<file path="config.mk">
export PLATFORM = sky130hd
export DESIGN_NAME = hilo_div_ctrl_flat
export DESIGN_NICKNAME = d
export VERILOG_FILES = /design/src/rtl/hilo_div_if.sv /design/src/rtl/hilo_div_ctrl.sv /design/src/flat_wrapper.sv
export SDC_FILE = /design/constraint.sdc
export NUM_CORES = 1
export LEC_CHECK = 0
export ABC_CLOCK_PERIOD_IN_PS = 2800
export BUFFER_PORTS_ARGS = -buffer_cell sky130_fd_sc_hd__buf_2
export CORE_ASPECT_RATIO = 0.9
export CORE_MARGIN = 8
export CORE_UTILIZATION = 35
export DETAILED_ROUTE_END_ITERATION = 12
export PLACE_DENSITY = 0.57
export SYNTH_ARGS = -nofsm -noshare
export SYNTH_HDL_FRONTEND = slang
export SYNTH_SLANG_ARGS = --single-unit
</file>
<file path="constraint.sdc">
create_clock -name clk -period 2.8 [get_ports clk]
set_input_delay 0.42 -clock clk [delete_from_list [all_inputs] [get_ports clk]]
set_output_delay 0.42 -clock clk [all_outputs]
set_load 0.02 [all_outputs]
</file>
<file path="src/rtl/hilo_div_if.sv">
// Handshake and data bundle between the EX-stage div decode and the HI/LO divide sequencer.
// The div_zero_o signal exists only when HILO_DIV_ZERO_TRAP_EN is defined.
interface hilo_div_if #(parameter int DW = 32);
  logic          start_i;
  logic          signed_i;
  logic          annul_i;
  logic [DW-1:0] opdata1_i;
  logic [DW-1:0] opdata2_i;
  logic          stall_o;
  logic          ready_o;
  logic          hilo_we_o;
  logic [DW-1:0] hi_o;
  logic [DW-1:0] lo_o;
`ifdef HILO_DIV_ZERO_TRAP_EN
  logic          div_zero_o;
`endif

  modport master (
    output start_i, signed_i, annul_i, opdata1_i, opdata2_i,
`ifdef HILO_DIV_ZERO_TRAP_EN
    input  div_zero_o,
`endif
    input  stall_o, ready_o, hilo_we_o, hi_o, lo_o
  );

  modport slave (
    input  start_i, signed_i, annul_i, opdata1_i, opdata2_i,
`ifdef HILO_DIV_ZERO_TRAP_EN
    output div_zero_o,
`endif
    output stall_o, ready_o, hilo_we_o, hi_o, lo_o
  );
endinterface

</file>
<file path="src/rtl/hilo_div_ctrl.sv">
// Multi-cycle restoring DIV/DIVU sequencer: stalls EX, then issues one HI(rem)/LO(quo) write.
// Optional macro HILO_DIV_ZERO_TRAP_EN flags divide-by-zero and suppresses its HI/LO write.
module hilo_div_ctrl #(
  parameter int DW = 32,
  parameter int CW = 6
) (
  input  logic      clk,
  input  logic      rst,
  hilo_div_if.slave bus
);

  typedef enum logic [1:0] {S_IDLE, S_BY_ZERO, S_ON, S_END} state_t;

  state_t        state_q, state_d;
  logic [CW-1:0] cnt_q, cnt_d;
  logic [DW-1:0] rem_q, rem_d;
  logic [DW-1:0] quo_q, quo_d;
  logic [DW-1:0] dvs_q, dvs_d;
  logic          neg_quo_q, neg_quo_d;
  logic          neg_rem_q, neg_rem_d;
  logic          zero_q, zero_d;

  // Shifted partial remainder carries one extra bit so the trial subtract keeps its carry.
  logic [DW:0]   rem_sh;
  logic [DW:0]   dvs_ext;

  function automatic logic [DW-1:0] neg_f(input logic [DW-1:0] x);
    return ~x + DW'(1);
  endfunction

  function automatic logic [DW-1:0] abs_f(input logic [DW-1:0] x);
    logic signed [DW-1:0] xs;
    xs = x;
    return (xs < 0) ? neg_f(x) : x;
  endfunction

  always_ff @(posedge clk) begin
    if (rst) begin
      state_q   <= S_IDLE;
      cnt_q     <= '0;
      rem_q     <= '0;
      quo_q     <= '0;
      dvs_q     <= '0;
      neg_quo_q <= 1'b0;
      neg_rem_q <= 1'b0;
      zero_q    <= 1'b0;
    end else begin
      state_q   <= state_d;
      cnt_q     <= cnt_d;
      rem_q     <= rem_d;
      quo_q     <= quo_d;
      dvs_q     <= dvs_d;
      neg_quo_q <= neg_quo_d;
      neg_rem_q <= neg_rem_d;
      zero_q    <= zero_d;
    end
  end

  always_comb begin
    state_d       = state_q;
    cnt_d         = cnt_q;
    rem_d         = rem_q;
    quo_d         = quo_q;
    dvs_d         = dvs_q;
    neg_quo_d     = neg_quo_q;
    neg_rem_d     = neg_rem_q;
    zero_d        = zero_q;
    rem_sh        = {rem_q, quo_q[DW-1]};
    dvs_ext       = {1'b0, dvs_q};
    bus.stall_o   = 1'b0;
    bus.ready_o   = 1'b0;
    bus.hilo_we_o = 1'b0;
    bus.hi_o      = '0;
    bus.lo_o      = '0;
`ifdef HILO_DIV_ZERO_TRAP_EN
    bus.div_zero_o = 1'b0;
`endif

    case (state_q)
      S_IDLE: begin
        if (bus.start_i && !bus.annul_i) begin
          bus.stall_o = 1'b1;
          neg_quo_d   = bus.signed_i & (bus.opdata1_i[DW-1] ^ bus.opdata2_i[DW-1]);
          neg_rem_d   = bus.signed_i & bus.opdata1_i[DW-1];
          quo_d       = bus.signed_i ? abs_f(bus.opdata1_i) : bus.opdata1_i;
          dvs_d       = bus.signed_i ? abs_f(bus.opdata2_i) : bus.opdata2_i;
          rem_d       = '0;
          cnt_d       = '0;
          zero_d      = (bus.opdata2_i == '0);
          state_d     = (bus.opdata2_i == '0) ? S_BY_ZERO : S_ON;
        end
      end
      S_BY_ZERO: begin
        bus.stall_o = 1'b1;
        quo_d       = '0;
        rem_d       = '0;
        state_d     = S_END;
      end
      S_ON: begin
        bus.stall_o = 1'b1;
        if (bus.annul_i) begin
          state_d = S_IDLE;
        end else begin
          if (rem_sh >= dvs_ext) begin
            rem_d = DW'(rem_sh - dvs_ext);
            quo_d = {quo_q[DW-2:0], 1'b1};
          end else begin
            rem_d = rem_sh[DW-1:0];
            quo_d = {quo_q[DW-2:0], 1'b0};
          end
          cnt_d = cnt_q + CW'(1);
          if (cnt_q == CW'(DW-1)) state_d = S_END;
        end
      end
      S_END: begin
        bus.ready_o   = 1'b1;
        bus.lo_o      = neg_quo_q ? neg_f(quo_q) : quo_q;
        bus.hi_o      = neg_rem_q ? neg_f(rem_q) : rem_q;
`ifdef HILO_DIV_ZERO_TRAP_EN
        bus.div_zero_o = zero_q;
        bus.hilo_we_o  = !bus.annul_i && !zero_q;
`else
        bus.hilo_we_o  = !bus.annul_i;
`endif
        state_d       = S_IDLE;
      end
      default: state_d = S_IDLE;
    endcase

    // Outputs stay quiet for the whole reset cycle, even with start_i held.
    if (rst) begin
      bus.stall_o   = 1'b0;
      bus.ready_o   = 1'b0;
      bus.hilo_we_o = 1'b0;
      bus.hi_o      = '0;
      bus.lo_o      = '0;
`ifdef HILO_DIV_ZERO_TRAP_EN
      bus.div_zero_o = 1'b0;
`endif
    end
  end

endmodule

</file>
<file path="src/flat_wrapper.sv">
// flat-port wrapper written by rule: the top's interface ports become plain ports
module hilo_div_ctrl_flat 
#(
  parameter int DW = 32,
  parameter int CW = 6
)
  (clk, rst, bus_start_i, bus_signed_i, bus_annul_i, bus_opdata1_i, bus_opdata2_i, bus_stall_o, bus_ready_o, bus_hilo_we_o, bus_hi_o, bus_lo_o);
  hilo_div_if #(.DW(DW)) bus_i ();
  input  logic clk;
  input  logic rst;
  input wire logic [$bits(bus_i.start_i)-1:0] bus_start_i;
  input wire logic [$bits(bus_i.signed_i)-1:0] bus_signed_i;
  input wire logic [$bits(bus_i.annul_i)-1:0] bus_annul_i;
  input wire logic [$bits(bus_i.opdata1_i)-1:0] bus_opdata1_i;
  input wire logic [$bits(bus_i.opdata2_i)-1:0] bus_opdata2_i;
  output wire logic [$bits(bus_i.stall_o)-1:0] bus_stall_o;
  output wire logic [$bits(bus_i.ready_o)-1:0] bus_ready_o;
  output wire logic [$bits(bus_i.hilo_we_o)-1:0] bus_hilo_we_o;
  output wire logic [$bits(bus_i.hi_o)-1:0] bus_hi_o;
  output wire logic [$bits(bus_i.lo_o)-1:0] bus_lo_o;
  assign bus_i.start_i = bus_start_i;
  assign bus_i.signed_i = bus_signed_i;
  assign bus_i.annul_i = bus_annul_i;
  assign bus_i.opdata1_i = bus_opdata1_i;
  assign bus_i.opdata2_i = bus_opdata2_i;
  assign bus_stall_o = bus_i.stall_o;
  assign bus_ready_o = bus_i.ready_o;
  assign bus_hilo_we_o = bus_i.hilo_we_o;
  assign bus_hi_o = bus_i.hi_o;
  assign bus_lo_o = bus_i.lo_o;
  hilo_div_ctrl #(.DW(DW), .CW(CW)) u_core (.clk(clk), .rst(rst), .bus(bus_i));
endmodule
</file>
==> key figures, run 1 <==
Clock tree
  – Clock transition at path regs: 70 ps
  – H-Tree Depth: 3
  – TritonCTS Buffers: 9
  – Clock latency on the worst-skew pair: 360 ps
  – Max Buffers Root-to-Sink: 2
  – Clock sinks: 106
  – Root Driver: clkbuf_16
  – CTS tree: yes
  – Hold buffer count at CTS: 0

Power
  – Worst VDD drop: 0.4443 mV
  – Pwr Total: 7735 uW
  – Pleak: 0.005235 uW
  – Power Dens Cells: 608.2 nW/um2

Yosys
  – Yosys warning count: 0
  – Post-Syn Area: 8970 um2
  – Asr flop ratio synth: 0%
  – Mapped Cells: 1256
  – Seq cells post-synth: 106
  – Synth unique cells: 70
  – Seq/Total Area, Yosys: 23.66%
  – Syn Nets: 1369
  – Mean Syn Cell Area: 7.142 um2
  – Post-synth EDFFs: 0
  – Ys flop type: dfxtp_1

Global routing
  – First-pass GRT wire length: 49250 um
  – Vias in the first global route: 9241
  – Initial antenna violation count: 2
  – Largest net degree at the start of global routing: 67
  – All-Layer GR Usage: 19.46%
  – Total gr overflow: 0

Hold path
  – Hold path cells: 3
  – Worst hold path class: input pin to flop

Floorplan
  – Die W: 184.7 um
  – Core box area: 25190 um2
  – Die height: 167.9 um
  – Initial Utilization: 35.61%
  – Rows: 55
  – Io pins: 136
  – Die ar.: 31010 um2

Placement
  – IO buf count: 135
  – Post-place setup slack: -322.9 ps
  – Placed Area: 11010 um2
  – Final HPWL DP: 23110 um
  – Dpl cells: 1811
  – Gp weighted congestion: 0.9099

STA
  – Final worst slack: -741.1 ps
  – Tmin final: 3541 ps
  – Final Hold Viols: 0
  – Slew headroom: 47.94%
  – Setup violations, final: 64
  – Actual slew at the worst max-slew pin: 781.0 ps
  – Worst hold slack: 363.0 ps
  – Clk_skew: 10.09 ps
  – Fmax: 282.4 MHz
  – Final Max Slew Viols: 0
  – Setup repair after global routing missed its margin: yes
  – Fin crit share: 126.5%

Route
  – Detailed-route via count: 9767
  – Post-DR vias/cell: 5.237
  – Antenna-violating nets left: 0
  – Iter 0 DRT Violations: 588
  – Drt drc: 0
  – Drt first pass iters: 5
  – Post-Route WL: 31010 um
  – Avg WL per Cell: 16.63 um

Setup path
  – CP endpoint kind: output pin
  – Crit path DAT: 3120 ps
  – WP buf/inv: 1
  – Crit start category: flop
  – CP top delay family: simple AND/OR/NAND/NOR gates
  – Stages on worst setup path: 10
  – Crit-path cells: or4_4 -> nor4_4 -> nand2b_2 -> or4_4 -> nor3_4 -> nand3_4 -> o41ai_2 -> xor2_1 -> nor2_2 -> buf_6
  – RR Startpoint: u_core.rem_q[3]
  – R2R Setup Slk: -360 ps
  – Reg-to-Reg End: u_core.rem_q[12]
  – Maximum fanout along the worst path: 4
  – Critical Path Source: u_core.quo_q[6]
  – WP data required: 2380 ps
  – CP Class: flop to output pin
  – Slowest CP cell: or4_4
  – Most used cell, CP: or4_4
  – Reg2reg path depth: 14
  – Slowest cell delay on critical path: 550 ps
  – Worst setup path end: bus_lo_o[27]

Final layout
  – Ratio of cells with drive above 1 in the final layout: 32.52%
  – Design Area, Final: 12720 um2
  – Final #Nets: 1631
  – Synthesis-to-layout area growth: 41.79%
  – Post-Layout Cell Count: 1865

Job
  – Max-cap viol count: 0

Status
  – Status: finished, violations left
  – Failing checks: negative setup slack
==> sequential cells by signal, indices dropped and copies added (netlist names) <==
signal            cells
u_core.neg_quo_q      1
u_core.neg_rem_q      1
u_core.quo_q         32
u_core.state_q        2
u_core.dvs_q         32
u_core.cnt_q          6
u_core.rem_q         32
==> where the power goes <==
part	internal (uW)	switching [uW]	total, uW	leakage [uW]
registers	1780	346	2130	0.000874
clock network	699	625	1320	0.000143
logic	1820	2460	4280	0.00422
total	4310	3430	7740	0.00524
==> per-layer routing <==
metal	share of wire (%)	wire length [um]	track usage [%]	vias up
met5	0.064	20	0	-
met4	1.2	381	5.042	4
met3	5.4	1663	3.335	32
met2	43	13240	28.99	234
met1	51	15700	28.35	4543
li1	-	-	-	4954
==> logic make-up after synthesis <==
| kind of cell | Yosys count | share of synthesized area (%) |
|---|---|---|
| simple gates | 429 | 22.08 |
| compound gates | 383 | 26.31 |
| xor+xnor | 149 | 14.55 |
| buf+inv | 130 | 5.496 |
| flops | 106 | 23.66 |
| fa+ha+maj | 44 | 6.221 |
| mux | 15 | 1.688 |
==> worst min-delay path: stages <==
cell and delay (ps):
buf_2 140, nand2_1 70, a21oi_1 50
==> final cells by class <==
class	count	area, um2
diodes	1	2.502
clock buffers	10	229.0
clock inverters	5	65.06
fillers	2488	12470
inverters	61	234.0
multi-input cells	1020	7261
flip-flops and latches	106	2152
well taps	342	427.9
repair buffers	320	2347
==> synth_stat cells (4+ instances only) <==
library cell | instances | area (um2)
nor2_1 | 187 | 701.9
o21ai_0 | 132 | 660.6
nand2_1 | 111 | 416.7
dfxtp_1 | 106 | 2122
a21oi_1 | 105 | 525.5
xor2_1 | 96 | 840.8
inv_1 | 61 | 229.0
clkbuf_1 | 55 | 206.5
xnor2_1 | 53 | 464.2
ha_1 | 43 | 538.0
a211oi_1 | 30 | 225.2
o31ai_1 | 24 | 180.2
nor3_1 | 20 | 100.1
nand4_1 | 15 | 93.84
mux2i_1 | 14 | 140.1
o41ai_1 | 14 | 122.6
or3_1 | 13 | 81.33
a21o_1 | 11 | 82.58
nor4_1 | 11 | 68.82
buf_1 | 10 | 37.54
nand3_1 | 10 | 50.05
o211ai_1 | 10 | 75.07
o21bai_1 | 9 | 67.56
and2_1 | 8 | 50.05
nand2b_1 | 8 | 50.05
or4_1 | 8 | 60.06
a32oi_1 | 7 | 61.31
nor2b_1 | 7 | 43.79
or2_2 | 6 | 37.54
a211o_1 | 5 | 43.79
a31oi_1 | 5 | 31.28
o21a_1 | 5 | 37.54
buf_2 | 4 | 20.02
nand3b_1 | 4 | 30.03
==> repair_timing <==
action	CTS	global route
setup buffers	32	13
cloned	4	1
gates resized for setup	196	80
pin swaps	53	69
setup endpoints to repair	69	75
==> through the flow <==
step	utilization, %	TNS [ps]
after floorplan	-	-980.9
after global placement	43.71	-7361
after detailed placement	43.71	-9690
after CTS	49.06	-20880
after global routing	50.49	-28590
final	50.50	-21600
==> cells in the final DEF (no fill, tap or decap), types with 8 or more instances in the layout <==
cell type	instances
clkbuf_16	10
xnor2_1	53
a21oi_2	14
a211oi_1	29
mux2i_1	13
ha_1	34
buf_2	105
o21bai_1	9
ha_4	9
nor2_1	155
nand3_1	9
nor3_1	18
nor4_1	10
o21ai_1	32
a21o_1	11
or3_1	8
o211ai_1	10
o31ai_1	11
o31ai_4	11
a21oi_1	90
xor2_1	95
o21ai_0	89
o21ai_2	13
inv_1	57
buf_4	179
nor2_4	10
o41ai_1	8
nor2_2	22
nand4_1	15
dfxtp_1	94
nand2_1	103
buf_6	28
==> worst min-delay path by stage <==
stage | end | start
2_1_floorplan | u_core.dvs_q[31] | u_core.dvs_q[31]
3_3_place_gp | u_core.dvs_q[31] | u_core.dvs_q[31]
3_5_place_dp | u_core.dvs_q[31] | u_core.dvs_q[31]
4_1_cts | u_core.dvs_q[0] | bus_opdata2_i[0]
5_1_grt | u_core.dvs_q[1] | bus_opdata2_i[1]
6_report | u_core.dvs_q[0] | bus_opdata2_i[0]
No activity file was read; power rests on OpenSTA's default activity.
==> run 2: changes to the inputs <==
==> constraint.sdc (replaced) <==
create_clock -name clk -period 2.8 [get_ports clk]
set_input_delay 0.28 -clock clk [delete_from_list [all_inputs] [get_ports clk]]
set_output_delay 0.28 -clock clk [all_outputs]
set_load 0.02 [all_outputs]
==> key figures, run 2 (synthesis results as in run 1) <==
Global routing
  – Initial antenna violation count: 0 (-2)
  – Total gr overflow: 0 (unchanged)
  – Largest net degree at the start of global routing: 65 (-3.0%)
  – All-Layer GR Usage: 19.63% (+0.17 points)
  – Vias in the first global route: 9563 (+3.5%)
  – First-pass GRT wire length: 49870 um (+1.3%)

Route
  – Post-Route WL: 31730 um (+2.3%)
  – Drt drc: 0 (unchanged)
  – Detailed-route via count: 9993 (+2.3%)
  – Iter 0 DRT Violations: 622 (+5.8%)
  – Avg WL per Cell: 16.95 um (+1.9%)
  – Post-DR vias/cell: 5.338 (+1.9%)
  – Antenna-violating nets left: 0 (unchanged)
  – Drt first pass iters: 6 (+1)

Clock tree
  – Clock latency on the worst-skew pair: 370 ps (about the same)
  – Max Buffers Root-to-Sink: 2 (unchanged)
  – TritonCTS Buffers: 9 (unchanged)
  – Clock sinks: 106 (unchanged)
  – H-Tree Depth: 3 (unchanged)
  – CTS tree: yes
  – Clock transition at path regs: 90 ps (+20 ps)
  – Hold buffer count at CTS: 0 (unchanged)
  – Root Driver: clkbuf_16

Floorplan
  – Rows: 55 (unchanged)
  – Die height: 167.9 um (unchanged)
  – Die ar.: 31010 um2 (unchanged)
  – Die W: 184.7 um (unchanged)
  – Io pins: 136 (unchanged)
  – Core box area: 25190 um2 (unchanged)
  – Initial Utilization: 35.61% (unchanged)

STA
  – Final Max Slew Viols: 0 (unchanged)
  – Fin crit share: 124.6% (-1.9 points)
  – Setup violations, final: 60 (-6.3%)
  – Setup repair after global routing missed its margin: yes
  – Worst hold slack: 205.1 ps (-157.8 ps)
  – Tmin final: 3489 ps (-51.90 ps)
  – Final worst slack: -689.2 ps (+51.90 ps)
  – Final Hold Viols: 0 (unchanged)
  – Fmax: 286.6 MHz (+1.5%)
  – Actual slew at the worst max-slew pin: 1073 ps (+292.3 ps)
  – Slew headroom: 28.45% (-19 points)
  – Clk_skew: 16.79 ps (+6.707 ps)

Power
  – Pleak: 0.005282 uW (+0.89%)
  – Worst VDD drop: 0.3447 mV (-22%)
  – Pwr Total: 7996 uW (+3.4%)
  – Power Dens Cells: 627.5 nW/um2 (+3.2%)

Setup path
  – WP data required: 2520 ps (+140 ps)
  – Slowest CP cell: or4_4
  – Crit start category: flop
  – CP endpoint kind: output pin
  – R2R Setup Slk: -200 ps (+160 ps)
  – Crit path DAT: 3210 ps (+90 ps)
  – Slowest cell delay on critical path: 550 ps (about the same)
  – Maximum fanout along the worst path: 5 (+1)
  – CP Class: flop to output pin
  – Most used cell, CP: or4_4
  – Crit-path cells: or4_4 -> nor4_4 -> nand2b_2 -> or4_4 -> nor3_4 -> nand3_4 -> o41ai_2 -> xor2_1 -> nor2_2 -> buf_2

Final layout
  – Top Registers: u_core.dvs_q x32, u_core.quo_q x32, u_core.rem_q x32
  – Synthesis-to-layout area growth: 42.06%
  – Most frequent cells in the layout: 183 x buf_4, 164 x nor2_1, 113 x buf_2, 103 x nand2_1, 92 x xor2_1
  – Final #Nets: 1638 (+0.43%)
  – Design Area, Final: 12740 um2 (+0.19%)
  – Filler cell count in the final layout: 2500 (+0.48%)
  – ANT cells: 0 (-1)
  – Ratio of cells with drive above 1 in the final layout: 33.27% (+0.74 points)
  – Commonest non-fill, non-tap cell in the layout: buf_4

Job
  – Max-cap viol count: 0 (unchanged)

Placement
  – Gp weighted congestion: 0.9144 (+0.49%)
  – Final HPWL DP: 23300 um (+0.84%)
  – IO buf count: 135 (unchanged)
  – Post-place setup slack: -339.2 ps (-16.27 ps)
  – Placed Area: 10970 um2 (-0.34%)

Status
  – Status: finished, violations left
  – Failing checks: negative setup slack

Hold path
  – Worst hold path class: input pin to flop
-- run 2: area by class of cell --
cell class / count / area, um2 / share of cell area, %
multi-input cells: 1020 / 7207 / 56.56
repair buffers: 327 / 2381 / 18.69
flip-flops and latches: 106 / 2151 / 16.88
well taps: 342 / 427.9 / 3.358
clock buffers: 10 / 239.0 / 1.875
inverters: 61 / 231.5 / 1.817
clock inverters: 6 / 105.1 / 0.8248
-- run 2: final timing paths --
| check | cells after the start | start | end |
|---|---|---|---|
| setup / recovery | 10 | u_core.quo_q[6] | bus_lo_o[27] |
| hold / removal | 3 | bus_opdata2_i[1] | u_core.dvs_q[1] |
| setup reg to reg | 12 | u_core.rem_q[4] | u_core.rem_q[31] |
| hold reg to reg | 2 | u_core.neg_quo_q | u_core.neg_quo_q |
-- run 2: power breakdown --
| group | internal, uW | switching (uW) |
|---|---|---|
| registers | 1790 | 345 |
| logic | 1880 | 2500 |
| clock network | 831 | 656 |
| total | 4500 | 3500 |
-- run 2: repair_timing --
item / in CTS / in global routing
cloned: 0 / 4
gates resized for setup: 119 / 148
pin swaps: 31 / 63
setup buffers: 23 / 23
setup endpoints to repair: 65 / 71
-- run 2: per-layer routing --
| layer | track usage [%] | vias up | part of all wire [%] |
|---|---|---|---|
| met4 | 6.885 | 0 | 3.0 |
| met1 | 25.51 | 4671 | 45 |
| met2 | 32.11 | 291 | 46 |
| met3 | 3.572 | 53 | 5.8 |
| met5 | 0 | - | 0 |
| li1 | - | 4978 | - |
-- run 2: metrics by stage --
step | TNS, ps | util (%) | cells
2_1_floorplan | -96.27 | - | 1256
3_3_place_gp | -7332 | 43.56 | 1812
3_5_place_dp | -10010 | 43.56 | 1812
4_1_cts | -12000 | 47.66 | 1850
5_1_grt | -20450 | 50.59 | 1872
6_report | -14540 | 50.59 | 1872
-- run 2: critical path, delay by kind of cell (launching register included) --
kind	cells	cell delay, ps
buf+inv	1	180
xor+xnor	1	310
flops	1	330
simple gates	7	1720
compound gates	1	290
==> run 3: changes to the inputs <==
SKIP_CTS_REPAIR_TIMING = 1   (was not set)
==> key figures, run 3 (synthesis results as in run 1) <==
Status
  – Status: finished, violations left
  – Failing checks: negative setup slack

Setup path
  – Crit start category: flop
  – CP Class: flop to output pin
  – Slowest cell delay on critical path: 550 ps (about the same)
  – Maximum fanout along the worst path: 5 (unchanged)
  – Crit-path cells: or4_4 -> nor4_4 -> nand2b_2 -> or4_4 -> nor3_4 -> nand3_4 -> o41ai_4 -> xor2_2 -> nor2_2 -> buf_6
  – CP top delay family: simple AND/OR/NAND/NOR gates
  – Most used cell, CP: or4_4
  – Slowest CP cell: or4_4
  – WP data required: 2520 ps (about the same)
  – WP buf/inv: 1 (unchanged)
  – CP endpoint kind: output pin
  – Crit path DAT: 3240 ps (+30 ps)

Power
  – Power Dens Cells: 625.5 nW/um2 (-0.32%)
  – Worst VDD drop: 0.3483 mV (+1.0%)
  – Pleak: 0.005187 uW (-1.8%)
  – Pwr Total: 7882 uW (-1.4%)

Route
  – Detailed-route via count: 9913 (-0.80%)
  – Antenna-violating nets left: 0 (unchanged)
  – Avg WL per Cell: 16.97 um (+0.14%)
  – Post-DR vias/cell: 5.335 (about the same)
  – Post-Route WL: 31540 um (-0.61%)
  – Drt drc: 0 (unchanged)
  – Drt first pass iters: 7 (+1)
  – Iter 0 DRT Violations: 618 (-0.64%)

Floorplan
  – Die height: 167.9 um (unchanged)
  – Io pins: 136 (unchanged)
  – Die W: 184.7 um (unchanged)
  – Die ar.: 31010 um2 (unchanged)
  – Initial Utilization: 35.61% (unchanged)
  – Core box area: 25190 um2 (unchanged)
  – Rows: 55 (unchanged)

Global routing
  – Total gr overflow: 0 (unchanged)
  – Largest net degree at the start of global routing: 65 (unchanged)
  – Initial antenna violation count: 0 (unchanged)
  – All-Layer GR Usage: 19.06% (-0.57 points)
  – Vias in the first global route: 9171 (-4.1%)
  – First-pass GRT wire length: 48340 um (-3.1%)

Placement
  – IO buf count: 135 (unchanged)
  – Placed Area: 10970 um2 (unchanged)
  – Gp weighted congestion: 0.9144 (unchanged)
  – Final HPWL DP: 23300 um (unchanged)

STA
  – Clk_skew: 15.46 ps (-1.332 ps)
  – Final Max Slew Viols: 0 (unchanged)
  – Final worst slack: -715.5 ps (-26.23 ps)
  – Tmin final: 3515 ps (+26.23 ps)
  – Fin crit share: 125.6% (+0.94 points)
  – Setup repair after global routing missed its margin: yes
  – Actual slew at the worst max-slew pin: 1070 ps (-3.150 ps)
  – Final Hold Viols: 0 (unchanged)
  – Worst hold slack: 205.5 ps (+0.3910 ps)
  – Fmax: 284.5 MHz (-0.75%)
  – Setup violations, final: 52 (-13%)
  – Slew headroom: 28.66% (+0.21 points)

Final layout
  – Final Util: 50.03% (-0.56 points)
  – Ratio of cells with drive above 1 in the final layout: 33.84% (+0.57 points)
  – Commonest non-fill, non-tap cell in the layout: buf_4
  – Multi-input logic area: 7261 um2 (+0.75%)
  – Filler cell count in the final layout: 2525 (+1.0%)
  – Top Registers: u_core.dvs_q x32, u_core.quo_q x32, u_core.rem_q x32
  – Synthesis-to-layout area growth: 40.48%
  – Reg area: 2152 um2 (about the same)
  – Design Area, Final: 12600 um2 (-1.1%)
  – Most frequent cells in the layout: 170 x buf_4, 162 x nor2_1, 121 x buf_2, 103 x nand2_1, 92 x xor2_1
  – Final #Nets: 1624 (-0.85%)
  – ANT cells: 0 (unchanged)

Job
  – Max-cap viol count: 0 (unchanged)

Clock tree
  – Max Buffers Root-to-Sink: 2 (unchanged)
  – TritonCTS Buffers: 9 (unchanged)
  – Root Driver: clkbuf_16
  – Clock latency on the worst-skew pair: 370 ps (about the same)
  – Clock transition at path regs: 80 ps (about the same)
  – CTS tree: yes
  – H-Tree Depth: 3 (unchanged)
  – Clock sinks: 106 (unchanged)

Hold path
  – Worst hold path class: input pin to flop
## run 3: cell count changes in the layout (fill, tap and decap cells not counted), sizes merged
| cell | delta |
|---|---|
| buf | -11 |
| clkbuf | -3 |
## run 3: area by class of cell
cell class	instances	share of cell area, %
Clock buffer	10	1.897
Timing Repair Buffer	313	17.32
Sequential cell	106	17.08
Multi-Input combinational cell	1020	57.62
Inverter	61	1.857
Tap cell	342	3.396
Clock inverter	6	0.8341
## run 3: worst paths after layout
kind	cells after the start	slack [ps]	end	start
hold reg to reg	2	460	u_core.neg_quo_q	u_core.neg_quo_q
setup / recovery	10	-720	bus_lo_o[27]	u_core.quo_q[6]
hold / removal	3	210	u_core.dvs_q[1]	bus_opdata2_i[1]
setup reg to reg	12	-150	u_core.rem_q[20]	u_core.rem_q[2]
## run 3: stage by stage
stage,cells,setup TNS [ps],setup WS (ps)
2_1_floorplan,1256,-96.27,-78.58
3_3_place_gp,1812,-7332,-316.4
3_5_place_dp,1812,-10010,-339.2
4_1_cts,1828,-22170,-734.9
5_1_grt,1858,-21720,-872.2
6_report,1858,-13300,-715.5
## run 3: routing by layer
metal | wire (um) | global-route usage (%) | part of all wire [%] | up-vias
met5 | 0 | 0 | 0 | -
met3 | 1850 | 3.572 | 5.9 | 44
met2 | 14770 | 31.58 | 47 | 290
li1 | - | - | - | 4928
met4 | 628 | 4.624 | 2.0 | 0
met1 | 14290 | 25.15 | 45 | 4651
## run 3: where the power goes
group	total (uW)	internal (uW)	leakage [uW]	switching, uW
logic	4260	1790	0.00414	2470
clock network	1490	831	0.000168	656
registers	2140	1800	0.000876	340
total	7880	4420	0.00519	3460
## run 3: worst reg2reg max path: stages, from the launching register on
cell and delay [ps]:
dfxtp_4 380, ha_4 280, nand4_1 180, a211oi_4 280, o311ai_2 120, a31o_2 250, a2111oi_4 370, o211ai_1 190
buf_4 190, buf_6 140, buf_6 120, or2_4 270, o21ai_1 130
